[config.mk]
export PLATFORM = sky130hd
export DESIGN_NAME = idct_mac_row
export DESIGN_NICKNAME = d
export VERILOG_FILES = /design/src/rtl/idct_pkg.sv /design/src/rtl/idct_mac_row_skew.sv /design/src/rtl/idct_mac_row.sv
export SDC_FILE = /design/constraint.sdc
export NUM_CORES = 2
export LEC_CHECK = 0
export ABC_AREA = 1
export CORE_UTILIZATION = 64
export DETAILED_ROUTE_END_ITERATION = 8
export GPL_TIMING_DRIVEN = 0
export PLACE_DENSITY_LB_ADDON = 0.05
export SETUP_SLACK_MARGIN = 0.05
export SYNTH_ARGS = -nofsm -noshare
export SYNTH_HDL_FRONTEND = slang
export SYNTH_SLANG_ARGS = --single-unit
[constraint.sdc]
create_clock -name clk -period 40.7 [get_ports clk]
set_clock_uncertainty 0.05 [all_clocks]
set_input_delay 4.07 -clock clk [delete_from_list [all_inputs] [get_ports clk]]
set_output_delay 4.07 -clock clk [all_outputs]
set_load 0.03 [all_outputs]
[src/rtl/idct_pkg.sv]
// Shared widths, HEVC coefficient constants and arithmetic helpers
// for the IDCT row element.
package idct_pkg;

  localparam int IDCT_N      = 8;
  localparam int IDCT_IN_W   = 16;
  localparam int IDCT_COEF_W = 8;
  localparam int IDCT_ACC_W  = 32;
  localparam int IDCT_OUT_W  = 16;

  localparam logic signed [7:0] HEVC_C64 = 8'sd64;
  localparam logic signed [7:0] HEVC_C83 = 8'sd83;
  localparam logic signed [7:0] HEVC_C36 = 8'sd36;
  localparam logic signed [7:0] HEVC_C89 = 8'sd89;
  localparam logic signed [7:0] HEVC_C75 = 8'sd75;
  localparam logic signed [7:0] HEVC_C50 = 8'sd50;
  localparam logic signed [7:0] HEVC_C18 = 8'sd18;

  function automatic logic signed [63:0] idct_rnd(
    input logic [5:0] s
  );
    if (s == 6'd0) return 64'sd0;
    return 64'sd1 <<< (s - 6'd1);
  endfunction

  function automatic logic signed [63:0] idct_clip(
    input logic signed [63:0] v,
    input int                 w
  );
    logic signed [63:0] hi;
    logic signed [63:0] lo;
    hi = (64'sd1 <<< (w - 1)) - 64'sd1;
    lo = -hi - 64'sd1;
    if (v > hi) return hi;
    if (v < lo) return lo;
    return v;
  endfunction

endpackage

[src/rtl/idct_mac_row_skew.sv]
// Enabled shift register of depth D; aligns one tap's
// {sample, coef} with its accumulator stage.
module idct_skew_line #(
  parameter int D = 1,
  parameter int W = 8
) (
  input  logic         clk,
  input  logic         reset,
  input  logic         en,
  input  logic [W-1:0] din,
  output logic [W-1:0] dout
);

  logic [W-1:0] r [D];

  always_ff @(posedge clk) begin
    if (reset) begin
      for (int i = 0; i < D; i++) r[i] <= '0;
    end else if (en) begin
      r[0] <= din;
      for (int i = 1; i < D; i++) r[i] <= r[i-1];
    end
  end

  assign dout = r[D-1];

endmodule

[src/rtl/idct_mac_row.sv]
// Systolic N-tap IDCT row MAC: skewed taps, adder chain,
// then round / arithmetic shift / saturate.
module idct_mac_row
  import idct_pkg::*;
#(
  parameter int N      = IDCT_N,
  parameter int IN_W   = IDCT_IN_W,
  parameter int COEF_W = IDCT_COEF_W,
  parameter int ACC_W  = IDCT_ACC_W,
  parameter int OUT_W  = IDCT_OUT_W
) (
  input  logic                   clk,
  input  logic                   reset,
  input  logic                   en,
  input  logic                   in_valid,
  input  logic [N*IN_W-1:0]      d_in,
  input  logic [N*COEF_W-1:0]    coef,
  input  logic [5:0]             shift,
  output logic                   out_valid,
  output logic [OUT_W-1:0]       d_out,
  output logic                   out_sat,
  output logic                   prop_valid,
  output logic [N*IN_W-1:0]      d_prop
);

  localparam int PW = IN_W + COEF_W;

  logic                    in_v;
  logic [5:0]              in_sh;
  logic signed [ACC_W-1:0] prod [N];
  logic signed [ACC_W-1:0] acc  [N];
  logic                    v    [N];
  logic [5:0]              sh   [N];

  for (genvar k = 0; k < N; k++) begin : g_tap
    logic [PW-1:0]        tap;
    logic [IN_W-1:0]      s;
    logic [COEF_W-1:0]    c;
    logic signed [PW-1:0] p;

    // depth k+1: the first register is the input capture
    idct_skew_line #(.D(k + 1), .W(PW)) u_skew (
      .clk   (clk),
      .reset (reset),
      .en    (en),
      .din   ({d_in[k*IN_W +: IN_W], coef[k*COEF_W +: COEF_W]}),
      .dout  (tap)
    );

    assign s = tap[PW-1:COEF_W];
    assign c = tap[COEF_W-1:0];
    assign p = $signed({{COEF_W{s[IN_W-1]}}, s})
             * $signed({{IN_W{c[COEF_W-1]}}, c});
    assign prod[k] = {{(ACC_W-PW){p[PW-1]}}, p};
  end

  always_ff @(posedge clk) begin
    if (reset) begin
      in_v  <= 1'b0;
      in_sh <= '0;
      for (int k = 0; k < N; k++) begin
        acc[k] <= '0;
        v[k]   <= 1'b0;
        sh[k]  <= '0;
      end
    end else if (en) begin
      in_v   <= in_valid;
      in_sh  <= shift;
      acc[0] <= prod[0];
      v[0]   <= in_v;
      sh[0]  <= in_sh;
      for (int k = 1; k < N; k++) begin
        acc[k] <= acc[k-1] + prod[k];
        v[k]   <= v[k-1];
        sh[k]  <= sh[k-1];
      end
    end
  end

  logic signed [63:0] wide;
  logic signed [63:0] rsum;
  logic signed [63:0] shifted;
  logic signed [63:0] clipped;

  // 64-bit headroom so the rounding add never wraps
  always_comb begin
    wide    = {{(64-ACC_W){acc[N-1][ACC_W-1]}}, acc[N-1]};
    rsum    = wide + idct_rnd(sh[N-1]);
    shifted = rsum >>> sh[N-1];
    clipped = idct_clip(shifted, OUT_W);
  end

  always_ff @(posedge clk) begin
    if (reset) begin
      out_valid  <= 1'b0;
      d_out      <= '0;
      out_sat    <= 1'b0;
      prop_valid <= 1'b0;
      d_prop     <= '0;
    end else if (en) begin
      out_valid  <= v[N-1];
      prop_valid <= in_valid;
      d_prop     <= d_in;
      if (v[N-1]) begin
        d_out   <= clipped[OUT_W-1:0];
        out_sat <= (clipped != shifted);
      end
    end
  end

endmodule

==> reports/results.ini <==
[synthesis]
synth_nets=14420
yosysTopAreaCellShare=0.3230
synth_area_per_cell_um2=8.739
synthArstFlopShare=0
seq_area_frac_synth=0.3512
synth_cell_types=57
synth_common_cells=3394 x inv_1, 2200 x nand2_1, 1311 x nor2_1
syn_inst=12430
synth_edf_count=1168
syn_area_um2=108600
yosys_warnings=0
synth.area.top_cells=edfxtp_1 32%, fa_1 22%, inv_1 12%
synth_top_area_cell=edfxtp_1
synth-seq-cells=1321
synth.most_common_cell=inv_1
synth_ff_type=edfxtp_1

[sta]
maxSlewHeadroom=0.009625
finalSetupTns_ps=0
drv_slew=0
final-setup-viol-count=0
post-route-min-period_ps=9267
max_freq_mhz=107.9
min_period_over_period=0.2277
hold_violations=0
max_slew.worst_pin.slew_ps=1486
setup_ws_ps=31430
rsz0062_at_grt=false

[power_and_ir_drop]
power_density_nw_per_um2=46.62
ir_worst_vdd_mv=0.05135
power.share.sequential=0.307
p_leak_nw=60.61
p_int_mw=3.307
p_clk_frac=0.230
combPwrFrac=0.464
switching_share=0.4090
power.switching_mw=2.289

[final_layout]
fillers=12570
drive_above_1_share=0.04728
multi_input_area_um2=55620
nNetsFinal=14930
regArea_um2=38140
area_delta_synth_final_pct=10.53

[global_route]
grt_max_degree=80
grt_overflow=0
track_usage=0.3475
grt_pass1_wl_um=452500
antenna_found_initial=8
grt_pass1_vias=84120

[routing]
route.detailed.drc=0
routed_wl_um=290400
routed_via_density=5.334
drtAntennaViolNets=0
drt_iter0_markers=6876
firstDrtPassIters=7
wl_per_cell_um=19.03
vias=81390

[setup_path]
reg2reg_to=d_out[9]
max_stage_delay_ps=690
r2r_slack_ps=31430
cp-end-kind=flip-flop
r2r-start=sh[1][20]
cp_top_family=simple AND/OR/NAND/NOR gates
required_ps=41340
crit_top_cell=nand2_1
start_kind=flip-flop
crit_fanout=10
rr_worst_depth=41
path_buf_inv=12
crit_arrival_ps=9910
slowest_stage=clkbuf_1
crit_type=flip-flop to flip-flop

[cts]
path_clk_slew_ps=60
clockRootBuffer=clkbuf_16
cts_resized=0
cts_buffers=139
cts_buffer_depth=3
h-tree-depth=4
cts_tree=yes
clock-sinks=1321
clk_latency_ps=810
cts_setup_buffers=0
postCtsHoldBufs=0

[min_path]
min-delay-start=in_sh[0]
hold_class=flip-flop to flip-flop
min_to=in_sh[0]
hold-path-cell-count=2

[place]
hpwl_um=232500
numPortBuffers=347
gp_congestion=1.006
dp_slack_ps=31910

[outcome]
status=completed

[floorplanning]
die_y_um=413.9
die-area_um2=171300
rows=150
chipWidth_um=413.9
pin_count=349
start_util=0.6472
core_area_um2=167800

[run]
drv_cap=0

final cells by class:
class                           instances  share of cell area
Antenna cell                            4          0.00008340
Multi-Input combinational cell       7173              0.4634
Clock buffer                          183             0.03130
Buffer                                517             0.01690
Clock inverter                         74            0.007589
Timing Repair Buffer                  366             0.03317
Tap cell                             2204             0.02298
Inverter                             3415              0.1068
Sequential cell                      1321              0.3177
state kept, by name, summed over array words and instances, names as in the netlist:
signal,cells
out_valid,1
acc,248
v,8
out_sat,1
d_prop,128
sh,48
g_tap.u_skew.r,864
in_sh,6
prop_valid,1
d_out,16
cells in the final DEF (no fill, tap or decap), types with 139 or more instances in the layout:
cell             instances
nand2_1               2199
inv_1                 3394
o21ai_0                252
edfxtp_1              1168
clkbuf_1               468
clkbuf_16              139
fa_1                  1200
ha_1                   590
nor2_1                1311
dfxtp_1                153
clkdlybuf4s50_1        347
nand3_1                562
a21oi_1                403
cell families after synthesis:
group	count (synthesis)	share of synthesized area
buffers and inverters	3932	0.1367
adder cells (fa/ha/maj)	1790	0.2892
AO/OA/AOI/OAI	949	0.05166
multiplexers	1	0.00009218
AND/OR/NAND/NOR	4341	0.1637
XOR/XNOR	92	0.007420
flip-flops	1321	0.3512
through the flow:
stage	util	instances	power (mW)	hold slack (ps)	cell area, um^2
global route	0.7153	15260	6.015	455.2	120000
CTS	0.7151	15250	5.585	430.8	120000
detailed placement	0.6873	15000	4.270	421.5	115300
floorplan	-	12430	3.616	401.3	108600
global placement	0.6843	14980	4.269	416.1	114800
finish	0.7153	15260	5.596	432.4	120000
per-layer routing:
layer,GRT usage,vias to the layer above,part of all wire
met5,0,-,0.000031
met4,0.1846,2,0.060
met3,0.05362,713,0.061
met2,0.5935,2745,0.49
met1,0.4257,39580,0.39
li1,-,38340,-
tightest hold or removal path, delay by kind of cell, from the launching register on:
family	cells	cell delay, ps
buffers and inverters	1	60
AO/OA/AOI/OAI	1	80
flip-flops	1	300
worst max path at each step:
stage	start	to	slack, ps	cells past startpoint
floorplan	reset	acc[0][0]	9120	4
global placement	reset	g_tap[4].u_skew.r[0][5]	-7890	4
detailed placement	reset	g_tap[0].u_skew.r[0][2]	31910	7
CTS	sh[1][20]	d_out[14]	31960	43
global route	sh[1][20]	d_out[14]	31080	41
finish	sh[1][20]	d_out[9]	31430	41
power groups by stage:
stage / combinational [mW] / clock (mW) / sequential [mW]
2_1_floorplan: 1.81 / 0 / 1.81
6_report: 2.59 / 1.29 / 1.72
5_1_grt: 2.93 / 1.35 / 1.73
3_3_place_gp: 2.43 / 0 / 1.84
3_5_place_dp: 2.52 / 0 / 1.75
4_1_cts: 2.56 / 1.30 / 1.72
Note: power is estimated with default switching activity, not from simulation.
